<file path="config.mk">
export PLATFORM = sky130hd
export DESIGN_NAME = dcache_ctrl
export DESIGN_NICKNAME = d
export VERILOG_FILES = /design/src/rtl/dcache_ctrl.sv
export SDC_FILE = /design/constraint.sdc
export NUM_CORES = 1
export LEC_CHECK = 0
export BUFFER_PORTS_ARGS = -buffer_cell sky130_fd_sc_hd__buf_2
export CAP_MARGIN = 5
export CORE_MARGIN = 8
export CORE_UTILIZATION = 55
export DETAILED_ROUTE_END_ITERATION = 8
export PLACE_DENSITY_LB_ADDON = 0.1
export SKIP_CTS_REPAIR_TIMING = 1
export SLEW_MARGIN = 5
export SYNTH_ARGS = -nofsm -noshare
export SYNTH_HDL_FRONTEND = slang
export SYNTH_SLANG_ARGS = --single-unit
export TNS_END_PERCENT = 100
</file>
<file path="constraint.sdc">
create_clock -name clk -period 10.9 [get_ports clk]
set_input_delay 0.545 -clock clk [delete_from_list [all_inputs] [get_ports clk]]
set_output_delay 0.545 -clock clk [all_outputs]
set_load 0.01 [all_outputs]
</file>
<file path="src/rtl/dcache_ctrl.sv">
// Direct-mapped write-back / write-allocate cache controller with zero-latency hits.
// Optional hit/miss counters are enabled with `define DCACHE_STATS_EN.
//
// state | meaning
// IDLE  | accept requests; hits and errors complete combinationally
// WB    | write dirty victim line back to memory, one word per ack
// FILL  | read requested line from memory, one word per ack
// RESP  | perform the held access on the freshly filled line
module dcache_ctrl #(
    parameter int INDEX_BITS  = 3,
    parameter int OFFSET_BITS = 2
) (
    input  logic        clk,
    input  logic        rst,
    input  logic        rd,
    input  logic        wr,
    input  logic [15:0] addr,
    input  logic [15:0] data_in,
    output logic [15:0] data_out,
    output logic        done,
    output logic        stall,
    output logic        cache_hit,
    output logic        err,
    output logic        mem_rd,
    output logic        mem_wr,
    output logic [15:0] mem_addr,
    output logic [15:0] mem_wdata,
    input  logic [15:0] mem_rdata,
    input  logic        mem_ack
`ifdef DCACHE_STATS_EN
    ,
    output logic [15:0] hit_count,
    output logic [15:0] miss_count
`endif
);

    localparam int LINES    = 1 << INDEX_BITS;
    localparam int WORDS    = 1 << OFFSET_BITS;
    localparam int TAG_BITS = 15 - OFFSET_BITS - INDEX_BITS;

    typedef enum logic [1:0] {IDLE, WB, FILL, RESP} state_t;

    state_t                  state, next;
    logic [LINES-1:0]        valid, dirty;
    logic [TAG_BITS-1:0]     tags  [LINES];
    logic [15:0]             words [LINES*WORDS];
    logic [OFFSET_BITS-1:0]  cnt;

    logic [TAG_BITS-1:0]     req_tag;
    logic [INDEX_BITS-1:0]   idx;
    logic [OFFSET_BITS-1:0]  off;
    logic                    illegal, hit, last, do_access;

    assign req_tag = addr[15 -: TAG_BITS];
    assign idx     = addr[OFFSET_BITS+1 +: INDEX_BITS];
    assign off     = addr[1 +: OFFSET_BITS];
    assign illegal = (rd && wr) || ((rd || wr) && addr[0]);
    assign hit     = valid[idx] && (tags[idx] == req_tag);
    assign last    = &cnt;

    always_comb begin
        next      = state;
        done      = 1'b0;
        stall     = 1'b0;
        cache_hit = 1'b0;
        err       = 1'b0;
        mem_rd    = 1'b0;
        mem_wr    = 1'b0;
        mem_addr  = '0;
        mem_wdata = '0;
        data_out  = '0;
        do_access = 1'b0;
        case (state)
            IDLE: begin
                if (illegal) begin
                    err  = 1'b1;
                    done = 1'b1;
                end else if (rd || wr) begin
                    if (hit) begin
                        done      = 1'b1;
                        cache_hit = 1'b1;
                        do_access = 1'b1;
                    end else begin
                        stall = 1'b1;
                        next  = (valid[idx] && dirty[idx]) ? WB : FILL;
                    end
                end
            end
            WB: begin
                stall     = 1'b1;
                mem_wr    = 1'b1;
                mem_addr  = {tags[idx], idx, cnt, 1'b0};
                mem_wdata = words[{idx, cnt}];
                if (mem_ack && last) next = FILL;
            end
            FILL: begin
                stall    = 1'b1;
                mem_rd   = 1'b1;
                mem_addr = {req_tag, idx, cnt, 1'b0};
                if (mem_ack && last) next = RESP;
            end
            RESP: begin
                done      = 1'b1;
                do_access = 1'b1;
                next      = IDLE;
            end
            default: next = IDLE;
        endcase
        if (do_access && rd && !wr) data_out = words[{idx, off}];
    end

    // The line is invalidated before its words are overwritten, so an aborted fill never leaves it valid.
    always_ff @(posedge clk) begin
        if (rst) begin
            state <= IDLE;
            valid <= '0;
            dirty <= '0;
            cnt   <= '0;
        end else begin
            state <= next;
            case (state)
                IDLE: begin
                    cnt <= '0;
                    if (next == FILL) valid[idx] <= 1'b0;
                end
                WB: begin
                    if (mem_ack) begin
                        cnt <= cnt + 1'b1;
                        if (last) begin
                            dirty[idx] <= 1'b0;
                            valid[idx] <= 1'b0;
                        end
                    end
                end
                FILL: begin
                    if (mem_ack) begin
                        words[{idx, cnt}] <= mem_rdata;
                        cnt <= cnt + 1'b1;
                        if (last) begin
                            valid[idx] <= 1'b1;
                            dirty[idx] <= 1'b0;
                            tags[idx]  <= req_tag;
                        end
                    end
                end
                default: ;
            endcase
            if (do_access && wr && !rd) begin
                words[{idx, off}] <= data_in;
                dirty[idx]        <= 1'b1;
            end
        end
    end

`ifdef DCACHE_STATS_EN
    always_ff @(posedge clk) begin
        if (rst) begin
            hit_count  <= '0;
            miss_count <= '0;
        end else begin
            if (done && cache_hit && hit_count != 16'hFFFF)
                hit_count <= hit_count + 16'd1;
            if (state == IDLE && (next == WB || next == FILL) && miss_count != 16'hFFFF)
                miss_count <= miss_count + 16'd1;
        end
    end
`endif

endmodule

</file>
; ---- After elaboration in Yosys (flattened, before gate mapping)
; Memory sizes are Yosys's and may differ from the RTL's.
; Index checks and enable logic that the tools add are counted.
[totals]
input_bits = 53
mem_count = 2
elab_cells = 106
ramBits = 592
regBits = 20
out_inout_bits = 54
[op_classes]
n_bitwise = 5
n_eq_ne = 11
reduce_logical = 22
n_mux = 59
n_lt_le_gt_ge = 2
addsub = 1
[memory_table]
columns = name, words, word_bits, read_ports, rd_clocked_by_memory_dff, wr, line_no
row1 = words, 32, 16, 2, 0, 1, 46  ; logic [15:0] words [LINES*WORDS];
row2 = tags, 8, 10, 1, 0, 1, 45  ; logic [TAG_BITS-1:0] tags [LINES];
[op_table]
columns = cell, count
row1 = two-way mux 8 bit, 10
row2 = two-way mux 16 bit, 3
row3 = one-hot mux 16 bit (2 select lines), 1
row4 = two-way mux 1 bit, 28
row5 = one-hot mux 8 bit (3 select lines), 1
row6 = bitwise AND 8 bit, 2
row7 = bitwise OR 8 bit, 2
row8 = OR reduction 16 bit, 1
row9 = two-way mux 2 bit, 7
row10 = equality test 10 bit, 1
row11 = logical AND 1 bit, 10
row12 = "inequality test 2 bit, second input constant", 5
row13 = NOT 8 bit, 1
row14 = one-hot mux 2 bit (4 select lines), 1
row15 = binary-select mux 1 bit (select 3 bit), 2
row16 = "equality test 2 bit, second input constant", 3
row17 = one-hot mux 1 bit (2 select lines), 3
row18 = AND reduction 6 bit, 1
row19 = two-way mux 5 bit, 1
row20 = "< comparator 3 x 4 -> 1 bit, second input constant", 1
row21 = one-hot mux 2 bit (2 select lines), 1
row22 = AND reduction 2 bit, 2
row23 = demux 1 bit (select 3 bit), 1
row24 = "greater-or-equal comparator 3 x 1 -> 1 bit, second input constant", 1
row25 = 9 further kinds, 11

; ---- Depth between registers and ports, before layout
[logic_depth]
ltp_word = 14
ltp_mapped = 14
depth_no_buf = 9

; ---- Least setup slack after synthesis
; OpenSTA, ideal clock, no wires.
[synth_timing]
path_kind = input to register
start = input addr[3]
end = memory words[11][0], enable pin
setup_slack_ps = 6900
t_arrival_ps = 3611
stages = 11
n_path_buf = 2
t_required_ps = 10512
setup_time_ps = 388
cell_sequence = buf_4 buf_4 mux2i_1 mux4_2 xor2_1 nand3_1 nor4b_4 a41oi_4 nor3_4 mux2_2 nor2_1
[synth_via]
elab_chain_len = 14
word_cells_on_any_way = 17
cone_classes = eq/ne: 1 / mux: 11 / reduce/logical: 4 / memory: 1
[synth_rtl]
columns = item, line_no
row1 = "start, declared", 17  ; input logic [15:0] addr,
row2 = memory (8 x 10 bit) or binary-select mux 1 bit (select 3 bit) (tied branches), -
row3 = equality test 10 bit or two-way mux 1 bit (tied branches), 58  ; assign hit = valid[idx] && (tags[idx] == req_tag);
row4 = logical AND 1 bit, 58
row5 = two-way mux 1 bit, 79  ; if (hit) begin
row6 = two-way mux 1 bit, 78  ; end else if (rd || wr) begin
row7 = two-way mux 1 bit, 75  ; if (illegal) begin
row8 = one-hot mux 1 bit (2 select lines), 73  ; case (state)
row9 = logical AND 1 bit (2 in series), 148  ; if (do_access && wr && !rd) begin
row10 = two-way mux 1 bit, 148
row11 = two-way mux 1 bit, 114  ; if (rst) begin
row12 = two-way mux 1 bit (not written as such), 149  ; words[{idx, off}] <= data_in;
row13 = OR reduction 16 bit (no source line), -
row14 = two-way mux 5 bit (no source line) or two-way mux 1 bit (tied branches), -
row15 = "end, declared", 46
; Parallel ways exist; a longest one is shown, timed or not. The select of a mux whose other input is x is not followed.

; ---- Worst setup path in the final report
[layout_timing]
start = register cnt[1]
end = output mem_wdata[8]
[layout_via]
elab_chain_len = 2
[layout_rtl]
columns = item, line_no
row1 = "start, declared", 47  ; logic [OFFSET_BITS-1:0] cnt;
row2 = "start signal, assigned", 128  ; cnt <= cnt + 1'b1;
row3 = "start signal, assigned", 138  ; cnt <= cnt + 1'b1;
row4 = memory (32 x 16 bit), -
row5 = two-way mux 16 bit, 73
row6 = "end, declared", 27  ; output logic [15:0] mem_wdata,
; Every way passes these cells.

==> metrics.md <==
| Metric | Value |
|---|---|
| Ranking of synthesized cells by area | `edfxtp_1 63%, mux4_2 21%, a22oi_1 1.8%` |
| Most common cell on crit path | `buf_4` |
| Layout cells sized above 1 | `35.2%` |
| Post-route cell area | `0.0314 mm^2` |
| Max-slew headroom | `17.9%` |
| Largest area contributor in the netlist | `edfxtp_1` |
| Critical Path Sink Type | `output port` |
| Pwr Density | `182 mW/mm^2` |
| Worst-path maximum fanout | `57` |
| Nets | `1639` |
| # rows | `82` |
| Die Area | `0.0585 mm^2` |
| RSZ-0062 raised after global routing | `no` |
| Mapped cell area | `0.0280 mm^2` |
| Top sig layer | `met5` |
| Final ANT Viol Nets | `0` |
| Max-Cap Viols | `0` |
| H-tree Lvls | `3` |
| Routed met2 length | `37200 um` |
| Critical-path cell list | `buf_4 -> buf_4 -> mux4_2 -> a22oi_1 -> a41oi_1 -> buf_2` |
| Die Y | `242 um` |
| Critical Path RT | `10.36 ns` |
| Metal3 WL | `9150 um` |
| Clock latency at the later pin of the worst-skew pair | `0.61 ns` |
| All-Layer GR Usage | `27.3%` |
| Root Buffer | `clkbuf_16` |
| Via Count | `16400` |
| Antenna violations before repair | `1` |
| Startpoint Class | `register` |
| WL per Instance | `35.0 um` |
| Largest net degree at the start of global routing | `86` |
| Clock slew at reported path FFs | `0.06 ns` |
| Setup TNS | `0 ns` |
| DR pass1 iterations | `5` |
| Remaining DRCs | `0` |
| Initial Utilization | `55.8%` |
| Layout Cells excl Fill | `2302` |
| CTS buffer count | `66` |
| Run status | `finished, final reports clean` |
| Final Max Slew Viols | `0` |
| CTS tree | `done` |
| Max clock buf depth | `3` |
| Crit-path slowest cell | `buf_4` |
| Area grow syn2layout | `12.0%` |
| #FFs+latches synth | `612` |
| Worst clock skew | `0.0261 ns` |
| Final hold vios | `0` |
| Period Utilization, post-route | `46.4%` |
| Dpl ws | `5.40 ns` |
| Final GP Congestion | `0.968` |
| Yosys top cell area share | `63.4%` |
| DIE WIDTH | `242 um` |
| LEAKAGE | `9.73 nW` |
| Starting DRT DRC Count | `2069` |
| CP max stage delay | `0.85 ns` |
| Final HPWL DP | `53400 um` |
| IO Pins | `107` |
| Prevailing post-synth register cell | `edfxtp_1` |
| Vias in the first global route | `16300` |
| Placed cell area | `0.0293 mm^2` |
| Synthesized Nets | `1553` |
| WP data arrival | `4.51 ns` |
| Core Footprint | `0.0503 mm^2` |
| Cells after Synth | `1494` |
| Synth Warn # | `0` |
| Global-route congestion overflow total | `0` |
| Maximum vdd drop | `0.137 mV` |
| Synth cell types | `66` |
| Post-synth top cells | `592 x edfxtp_1, 267 x mux4_2, 91 x clkbuf_1` |
| Ys async rst share | `0%` |
| Global-route wire length before repair | `117000 um` |
| Tightest Pin Transition | `1.23 ns` |
| HP Class | `input port to register` |
| Tot Pwr | `5.73 mW` |
| Dpl cells | `2184` |
| M1 WL | `30900 um` |
| Setup violators final | `0` |
| Vias per inst | `7.13` |
| Clk sinks | `612` |
| Final WS setup | `5.84 ns` |
| Post-synth EDFFs | `592` |
| Fmax | `198 MHz` |
| Crit Path Class | `register to output port` |
| Fin crit period | `5.06 ns` |
| Wirelength, routed | `80700 um` |
| Syn avg cell area | `18.8 um^2` |
| Input/output buffers | `105` |
| Register area share after synthesis | `64.8%` |
| Top-count cell post-synth | `edfxtp_1` |
placed cells by master (no fill, tap or decap), types with 18 or more instances in the layout:
cell type,count
nor2_2,34
and2_1,28
edfxtp_1,592
o22ai_1,62
buf_4,33
dfxtp_1,18
nor2_1,21
mux2i_1,22
clkbuf_16,69
a21oi_1,19
buf_2,103
mux4_2,267
nand2_1,47
a22oi_1,69
registers in the layout, indices dropped and copies added, names as in the netlist, named ones only:
signal / cells
cnt: 2
dirty: 8
state: 2
tags: 80
words: 512
metal layers:
| metal | track usage [%] | vias to the layer above |
|---|---|---|
| li1 | - | 6561 |
| met1 | 39.0 | 8661 |
| met5 | 0 | - |
| met2 | 40.9 | 1059 |
| met4 | 10.5 | 2 |
| met3 | 6.60 | 133 |
kinds of logic (layout without fill, tap and decap cells):
family | after synthesis | after routing | share of synthesized area (%)
DFF | 612 | 612 | 64.8
and+or+nand+nor | 201 | 201 | 3.73
muxes | 316 | 316 | 23.4
buffers and inverters | 128 | 263 | 1.89
adders and majority gates | 6 | 6 | 0.268
other | 1 | 2 | 0.0134
xor gates and xnor gates | 7 | 7 | 0.219
AOI/OAI and AO/OA | 223 | 223 | 5.64
cell type report:
class	count	area, um^2
Fill cell	3591	18900
Multi-Input combinational cell	754	9470
Clock buffer	86	1810
Inverter	8	30.0
Timing Repair Buffer	138	790
Tap cell	672	841
Sequential cell	612	18200
Clock inverter	31	280
Antenna cell	1	2.50
worst paths after layout:
| check | start | endpoint | slack (ns) | cells after the start |
|---|---|---|---|---|
| setup / recovery | cnt[1] | mem_wdata[8] | 5.84 | 6 |
| hold / removal | addr[6] | tags[7][0] | 0.27 | 1 |
| setup reg to reg | tags[5][4] | words[9][12] | 6.41 | 10 |
| hold reg to reg | dirty[0] | dirty[0] | 0.48 | 2 |
power breakdown:
part / leakage (nW) / internal, mW / total, mW / switching (mW)
clock: 1.03 / 1.29 / 2.20 / 0.909
sequential: 5.48 / 2.60 / 2.63 / 0.0342
combinational: 3.22 / 0.368 / 0.900 / 0.531
total: 9.73 / 4.26 / 5.73 / 1.47
stage by stage:
step	utilization [%]	hold slack (ns)
final	62.5	0.274
after global routing	62.5	0.266
after CTS	62.5	0.236
after detailed placement	58.3	0.469
after global placement	58.3	0.457
after floorplan	-	0.449
worst max-delay path, delay by kind of cell, from the launching register on:
family	cells	cell delay [ns]
DFF	1	0.59
AOI/OAI and AO/OA	2	0.93
muxes	1	0.41
buffers and inverters	3	1.85
No activity file was read; power rests on OpenSTA's default activity.
